==> src/rtl/rr_burst_arbiter_if.sv <==
// Request/grant bundle between the round-robin burst arbiter (master side)
// and its N clients (slave side).
interface rr_burst_arbiter_if #(
  parameter int N   = 4,
  parameter int IDW = 2
) ();
  logic [N-1:0]   req;
  logic [N-1:0]   gnt;
  logic [IDW-1:0] gnt_id;
  logic           busy;
  logic           expired;

  modport master (
    input  req,
    output gnt, gnt_id, busy, expired
  );

  modport slave (
    output req,
    input  gnt, gnt_id, busy, expired
  );
endinterface

==> src/rtl/rr_burst_arbiter.sv <==
// Round-robin arbiter with registered one-hot grant, burst cap of MAX_BURST
// cycles per tenure and a mandatory one-cycle turnaround between grants.
module rr_burst_arbiter #(
  parameter int N         = 4,
  parameter int IDW       = 2,
  parameter int MAX_BURST = 8,
  parameter int CNT_W     = 4
) (
  input  logic                clk,
  input  logic                n_rst,
  rr_burst_arbiter_if.master  bus
);

  typedef enum logic [1:0] {
    IDLE  = 2'd0,
    GRANT = 2'd1,
    TURN  = 2'd2
  } state_t;

  localparam logic [IDW:0]     N_W      = (IDW+1)'(N);
  localparam logic [CNT_W-1:0] CNT_LAST = CNT_W'(MAX_BURST - 1);

  state_t           state_q, state_d;
  logic [N-1:0]     gnt_q, gnt_d;
  logic [IDW-1:0]   id_q, id_d;
  logic [IDW-1:0]   ptr_q, ptr_d;
  logic [CNT_W-1:0] cnt_q, cnt_d;
  logic             exp_q, exp_d;

  // Rotate requests so the pointer's client sits at bit 0; the lowest set
  // bit of the rotated vector is then the next client in round-robin order.
  logic [2*N-1:0] req_dbl;
  logic [N-1:0]   req_rot;
  logic           pick_valid;
  logic [IDW-1:0] pick_off;
  logic [IDW:0]   pick_sum;
  logic [IDW-1:0] pick_id;
  logic [IDW:0]   ptr_sum;
  logic [IDW-1:0] ptr_inc;

  assign req_dbl = {bus.req, bus.req};
  assign req_rot = N'(req_dbl >> ptr_q);

  always_comb begin
    pick_valid = 1'b0;
    pick_off   = '0;
    for (int k = N - 1; k >= 0; k--) begin
      if (req_rot[k]) begin
        pick_valid = 1'b1;
        pick_off   = IDW'(k);
      end
    end
  end

  assign pick_sum = {1'b0, ptr_q} + {1'b0, pick_off};
  assign pick_id  = (pick_sum >= N_W) ? IDW'(pick_sum - N_W) : IDW'(pick_sum);

  // Priority moves to the client just after the one leaving GRANT.
  assign ptr_sum = {1'b0, id_q} + (IDW+1)'(1);
  assign ptr_inc = (ptr_sum == N_W) ? '0 : IDW'(ptr_sum);

  // NOTE: every signal written here gets a default first, so no path through
  // the case statement can leave one unassigned and infer a latch.
  always_comb begin
    state_d = state_q;
    gnt_d   = gnt_q;
    id_d    = id_q;
    ptr_d   = ptr_q;
    cnt_d   = cnt_q;
    exp_d   = 1'b0;
    case (state_q)
      IDLE: begin
        if (pick_valid) begin
          state_d = GRANT;
          gnt_d   = N'(1) << pick_id;
          id_d    = pick_id;
          cnt_d   = '0;
        end
      end
      GRANT: begin
        if (!bus.req[id_q]) begin
          state_d = TURN;
          gnt_d   = '0;
          id_d    = '0;
          ptr_d   = ptr_inc;
        end else if (cnt_q == CNT_LAST) begin
          state_d = TURN;
          gnt_d   = '0;
          id_d    = '0;
          ptr_d   = ptr_inc;
          exp_d   = 1'b1;
        end else begin
          cnt_d = cnt_q + CNT_W'(1);
        end
      end
      TURN: begin
        state_d = IDLE;
      end
      default: begin
        state_d = IDLE;
        gnt_d   = '0;
        id_d    = '0;
      end
    endcase
  end

  // NOTE: state registers use non-blocking assignments so every flop samples
  // the pre-edge values, independent of statement order.
  always_ff @(posedge clk) begin
    if (!n_rst) begin
      state_q <= IDLE;
      gnt_q   <= '0;
      id_q    <= '0;
      ptr_q   <= '0;
      cnt_q   <= '0;
      exp_q   <= 1'b0;
    end else begin
      state_q <= state_d;
      gnt_q   <= gnt_d;
      id_q    <= id_d;
      ptr_q   <= ptr_d;
      cnt_q   <= cnt_d;
      exp_q   <= exp_d;
    end
  end

  assign bus.gnt     = gnt_q;
  assign bus.gnt_id  = id_q;
  assign bus.busy    = (state_q == GRANT);
  assign bus.expired = exp_q;

endmodule

==> src/flat_wrapper.sv <==
// flat-port wrapper written by rule: the top's interface ports become plain ports
module rr_burst_arbiter_flat 
#(
  parameter int N         = 4,
  parameter int IDW       = 2,
  parameter int MAX_BURST = 8,
  parameter int CNT_W     = 4
)
  (clk, n_rst, bus_req, bus_gnt, bus_gnt_id, bus_busy, bus_expired);
  rr_burst_arbiter_if #(.N(N), .IDW(IDW)) bus_i ();
  input  logic clk;
  input  logic n_rst;
  input wire logic [$bits(bus_i.req)-1:0] bus_req;
  output wire logic [$bits(bus_i.gnt)-1:0] bus_gnt;
  output wire logic [$bits(bus_i.gnt_id)-1:0] bus_gnt_id;
  output wire logic [$bits(bus_i.busy)-1:0] bus_busy;
  output wire logic [$bits(bus_i.expired)-1:0] bus_expired;
  assign bus_i.req = bus_req;
  assign bus_gnt = bus_i.gnt;
  assign bus_gnt_id = bus_i.gnt_id;
  assign bus_busy = bus_i.busy;
  assign bus_expired = bus_i.expired;
  rr_burst_arbiter #(.N(N), .IDW(IDW), .MAX_BURST(MAX_BURST), .CNT_W(CNT_W)) u_core (.clk(clk), .n_rst(n_rst), .bus(bus_i));
endmodule
==> config.mk <==
export PLATFORM = sky130hd
export DESIGN_NAME = rr_burst_arbiter_flat
export DESIGN_NICKNAME = d
export VERILOG_FILES = /design/src/rtl/rr_burst_arbiter_if.sv /design/src/rtl/rr_burst_arbiter.sv /design/src/flat_wrapper.sv
export SDC_FILE = /design/constraint.sdc
export NUM_CORES = 1
export LEC_CHECK = 0
export ABC_AREA = 1
export CAP_MARGIN = 30
export CORE_MARGIN = 1.5
export CORE_UTILIZATION = 46
export DETAILED_ROUTE_END_ITERATION = 12
export MAX_ROUTING_LAYER = met4
export PLACE_DENSITY = 0.72
export SLEW_MARGIN = 40
export SYNTH_ARGS = -nofsm -noshare
export SYNTH_HDL_FRONTEND = slang
export SYNTH_SLANG_ARGS = --single-unit
==> constraint.sdc <==
create_clock -name clk -period 1.8 [get_ports clk]
set_input_delay 0.36 -clock clk [delete_from_list [all_inputs] [get_ports clk]]
set_output_delay 0.36 -clock clk [all_outputs]
set_load 0.005 [all_outputs]
## Word-level counts from Yosys, hierarchy flattened

Index checks and enable logic that the tools add are counted.

| operators by class | value |
|---|---|
| magnitude comparators | 2 |
| reductions and logical operators | 7 |
| shift operators | 2 |
| multiplexer cells | 31 |
| add/subtract/negate cells | 4 |
| bitwise operators | 1 |
| eq/ne operators | 9 |

Operators with widths:

| cell | count |
|---|---|
| $mux W2 | 14 |
| $mux W4 | 6 |
| $pmux W4 S3 | 1 |
| $pmux W4 S2 | 1 |
| $shr A8 B2 Y4 | 1 |
| $mux W1 | 6 |
| $pmux W2 S3 | 1 |
| $reduce_and A3 Y1 | 2 |
| $add A4 B1 Y4 const B | 1 |
| $eq A4 B3 Y1 const B | 1 |
| $ne A2 B1 Y1 const B | 2 |
| $ne A2 B2 Y1 const B | 2 |
| $pmux W2 S2 | 1 |
| $reduce_and A2 Y1 | 2 |
| $reduce_and A4 Y1 | 1 |
| $shl A1 B2 Y4 const A | 1 |
| $add A2 B1 Y3 const B | 1 |
| $add A2 B2 Y3 | 1 |
| $eq A3 B3 Y1 const B | 1 |
| $ge A3 B3 Y1 const B | 1 |
| $lt A2 B3 Y1 const B | 1 |
| $ne A3 B3 Y1 const B | 1 |
| $bmux W1 S2 | 1 |
| $eq A2 B1 Y1 const B | 1 |
| other kinds (5) | 5 |

| word-level totals | value |
|---|---|
| output and inout bits | 8 |
| logic and storage cells | 62 |
| register bits | 15 |
| input bits | 6 |

## Depth between registers and ports, before layout

Gate-level depths: netlist (run 1).

| depth | value |
|---|---|
| depth after elaboration | 11 |
| mapped depth | 14 |
| mapped depth without buffers | 14 |

## Worst setup path after synthesis (run 1)

No wires, ideal clock.

| path | value |
|---|---|
| kind | register to register |
| start point | reg u_core.ptr_q[0] |
| end point | reg u_core.gnt_q[1], in the netlist u_core.bus.gnt[1] |
| stages on the path, launching flop included | 15 |
| library setup time | 0.066 ns |
| clock period less this slack | 1.731 ns |
| data required time | 1.734 ns |
| path slack | 0.069 ns |
| data arrival time | 1.664 ns |
| buffers on the path | 0 |
| path through | dfxtp_1 -> inv_2 -> nand2_1 -> nand3_1 -> nand2_2 -> nand3_1 -> a21boi_0 -> ha_1 -> xor2_1 -> inv_1 -> nand3_1 -> nand2_2 -> nor2_1 -> nor2_1 -> nor2_1 |

| between the ends | value |
|---|---|
| longest elaborated chain between the ends | 11 |
| elaborated cells on any way between the ends | 18 |
| classes of those cells | 2 x add/sub; 1 x order compare; 1 x eq/ne; 2 x shift; 11 x mux; 1 x reduce/logical |

RTL lines:

| what | RTL line | RTL |
|---|---|---|
| start, declared | rr_burst_arbiter.sv:26 | `logic [IDW-1:0] ptr_q, ptr_d;` |
| start signal, assigned | rr_burst_arbiter.sv:121 | `ptr_q <= ptr_d;` |
| $shr A8 B2 Y4 | rr_burst_arbiter.sv:42 | `assign req_rot = N'(req_dbl >> ptr_q);` |
| $mux W2 (4 in a row) | rr_burst_arbiter.sv:48 | `if (req_rot[k]) begin` |
| $add A2 B2 Y3 | rr_burst_arbiter.sv:55 | `assign pick_sum = {1'b0, ptr_q} + {1'b0, pick_off};` |
| $ge A3 B3 Y1 / $sub A2 B1 Y2 (equally long branches) | rr_burst_arbiter.sv:56 | `assign pick_id = (pick_sum >= N_W) ? IDW'(pick_sum - N_W) : IDW'(pick_sum);` |
| $mux W2 | rr_burst_arbiter.sv:56 |  |
| $shl A1 B2 Y4 | rr_burst_arbiter.sv:75 | `gnt_d = N'(1) << pick_id;` |
| $mux W4 | rr_burst_arbiter.sv:73 | `if (pick_valid) begin` |
| $pmux W4 S3 | rr_burst_arbiter.sv:71 | `case (state_q)` |
| end signal, assigned | rr_burst_arbiter.sv:119 | `gnt_q <= gnt_d;` |
| end, declared | rr_burst_arbiter.sv:24 | `logic [N-1:0] gnt_q, gnt_d;` |

Several ways; a longest one is shown, not always the timed one. The select of a mux whose other input is x is not followed.
A chain may end at the register's enable or synchronous reset.

## Final worst setup path (run 1)

Ends and elaborated chain as after synthesis.

==> results.cfg, run 1 <==
[route]
drc_errors = 0
drt-vias-per-instance = 4.79
initialDrtViolationCount = 11
firstDrtPassIters = 6
drt-total-wl_um = 2020
ant_nets = 0
detail_route.wl_per_cell_um = 10.8
dr_total_vias = 900

[power]
clock_power_share_pct = 8.7
power.share.combinational_pct = 65.4
power.sequential.fraction_pct = 25.9
switching_share_pct = 45.0
ir_worst_vdd_v = 0.00108
power_report.internal_total_mw = 1.18
power.density_nw_per_um2 = 1730
power.switching_mw = 0.967
leakagePower_nw = 0.551

[clocking]
clkSinkCount = 15
path_clk_slew_ps = 80
root_buffer = clkbuf_4
cts-buffers-inserted = 3
clkLatencyLatePin_ps = 280
cts.path.max_buffers = 2
cts-htree-levels = 1
tritoncts = yes

[worst_setup_path]
crit_path_cell_trace = buf_6 -> nand2_2 -> nand3_2 -> nand2_2 -> nand3_2 -> a21boi_2 -> ha_2 -> xor2_2 -> nand2_1 -> nand2_4 -> nor2_2 -> nor2_1 -> nor2_1
timing.reg2reg.worst_path_depth = 13
worst_path_max_delay_cell = dfxtp_2
start_kind = register
reg2reg_from = u_core.ptr_q[0]
critPathMaxStageDelay_ps = 330
timing.critical_path.max_delay_family = simple AND/OR/NAND/NOR gates
worstPathBufferInverterCount = 1
start_point_of_the_critical_path = u_core.ptr_q[0]
path_depth = 13
critical_path_class = reg2reg
setup.reg_to_reg.worst_slack_ps = 50
worstPathArrival_ps = 1910
cp_max_fo = 5
timing.critical_path.to_type = register
required_ps = 1970
r2r-end = u_core.bus.gnt[1]

[min_path]
holdPathStages = 2
worstHoldPathType = reg2reg
hold_path_end = u_core.bus.gnt[3]
launch_instance_of_the_worst_min_delay_path = u_core.bus.gnt[3]

[yosys]
synth.ff_latch_count = 15
post_synth_num_cell_types = 20
synthesis.area_per_instance_um2 = 6.61
postSynthNetCount = 141
post_synth_arst_share_pct = 0
synthDominantAreaCellType = dfxtp_1
area_share_of_the_leading_cell_type_in_the_synthesized_netlist_pct = 34.4
yosysMostFrequentCell = nand2_1
synth_top_cells_by_area = dfxtp_1 (34%), nand2_1 (12%), nand3_1 (11%)
syn_std_cell_area_um2 = 872
synth-edff-count = 0
yosys_warnings = 0
synth_top_cells_by_count = nand2_1 (29), nand3_1 (20), nor2_1 (17), dfxtp_1 (15)
syn-instance-count = 132
synth.yosys.seq_area_share_pct = 34.4
dominant_synthesized_flop_cell = dfxtp_1

[cells_and_area]
antenna_diode_count = 0
layout-drive-gt1-share_pct = 33.1
area_delta_synth_final_pct = 42.8
final_nets = 173
final_cell_count_no_fill = 188

[global_route]
number_of_global_route_vias_before_repair = 808
gr-total-overflow = 0
grt_first_pass_wirelength_um = 3080
grt_start_max_net_pins = 11
grt_antenna_before_repair = 0
grt_util_all_layers_pct = 20.5

[sta]
final-hold-violation-count = 0
finalCriticalPeriod_ps = 1750
max_clock_freq_ghz = 0.573
tightest_slew_ps = 299
hold_ws_ps = 473
fin_worst_skew_ps = 1.85
final.setup.tns_ps = 0
final_max_slew_violation_count = 0
number_of_setup_violations_in_the_final_report = 0
fin_crit_sh_pct = 97.0
grt_setup_unrepaired = true
worst_slew_margin_rel_pct = 80.0

[placed_design]
buffer_ports.inserted = 13
gp_congestion = 0.765
placed_cells_incl_taps = 183
dp.final_hpwl_um = 1480

[die]
die_h_um = 46.5
die_w_um = 46.5
io-pin-count = 14
design.core.area_um2 = 1750
start_util_pct = 50.0
num_rows = 15
die_area_um2 = 2170

[job]
max-cap-violations = 0

[run_status]
result_of_the_run = finished clean
cell type report:
type	count	area [µm²]
clock buffer	4	26.3
fill	153	500
inverter	17	63.8
multi-input combinational	100	584
sequential	15	305
tap	25	31.3
timing repair buffer	27	234
sequential cells by signal, indices dropped and copies added (netlist names):
signal              flops
u_core.bus.expired      1
u_core.bus.gnt_id       2
u_core.cnt_q            4
u_core.ptr_q            2
u_core.state_q          2
u_core.bus.gnt          4
what timing repair did:
action | in CTS | in global routing
gates cloned | 0 | 0
resized for setup | 14 | 14
setup buffers | 0 | 1
pin swaps | 10 | 5
endpoints found under the setup margin | 5 | 6
hold buffers | 0 | 0
cells in the final DEF, fill, tap and decap left out, types with 2 or more instances in the layout:
cell,count
nor2_4,2
buf_4,13
nand2_2,11
nor2_2,3
a21boi_1,2
clkbuf_4,3
inv_2,7
nor3_1,2
nand2_4,2
nand3_2,7
dlygate4sd2_1,4
o21ai_0,2
inv_1,9
nor2_1,15
nand2_1,24
nand3_1,13
ha_1,2
a21oi_1,9
clkdlybuf4s50_1,9
dfxtp_1,13
power groups by stage:
stage | Combinational [mW] | Sequential [mW] | Clock [mW]
final | 1.41 | 0.558 | 0.187
after floorplan | 0.775 | 0.540 | 0
after global placement | 1.23 | 0.544 | 0
after detailed placement | 1.24 | 0.547 | 0
after CTS | 1.28 | 0.546 | 0.190
after global routing | 1.56 | 0.571 | 0.207
kinds of logic (layout without fill, tap and decap cells):
group,after synthesis,after routing,share of synthesized area [%]
buf+inv,17,48,7.32
simple gates,79,79,41.5
compound gates,15,15,9.47
flops,15,15,34.4
fa+ha+maj,3,3,4.30
xor+xnor,3,3,3.01
metrics by stage:
stage / setup WS (ps) / cell area (µm²) / power (mW) / util, %
4_1_cts: 10.5 / 1180 / 2.02 / 67.7
3_5_place_dp: -470 / 1130 / 1.79 / 64.8
2_1_floorplan: 69.1 / 872 / 1.31 / -
6_report: 54.2 / 1240 / 2.15 / 71.3
5_1_grt: -60.6 / 1240 / 2.34 / 71.3
3_3_place_gp: -401 / 1130 / 1.77 / 64.8
worst reg2reg max path: cells and delay by family (launching register included):
family | cells | cell delay [ps]
XOR/XNOR | 1 | 160
AO/OA/AOI/OAI | 1 | 120
buffers and inverters | 1 | 120
adder cells (fa/ha/maj) | 1 | 200
flip-flops | 1 | 330
AND/OR/NAND/NOR | 9 | 720
worst max-delay path by stage:
stage / to
CTS: u_core.bus.gnt[1]
detailed placement: u_core.bus.gnt[1]
global placement: u_core.bus.gnt[0]
global route: u_core.bus.gnt[0]
floorplan: u_core.bus.gnt[1]
finish: u_core.bus.gnt[1]
per-layer routing:
| layer | routed length (µm) | up-vias | track usage (%) |
|---|---|---|---|
| met4 | 26 | 0 | 8.57 |
| met2 | 994 | 11 | 35.0 |
| li1 | - | 482 | - |
| met3 | 35 | 4 | 2.35 |
| met1 | 965 | 403 | 23.9 |
| met5 | 0 | - | - |
No activity file was read; power rests on OpenSTA's default activity.
==> inputs of run 2 (changes only) <==
- SKIP_LAST_GASP: not set -> 1
==> results of run 2 <==
The final DEF is identical to that of run 1; final timing and power are the same.
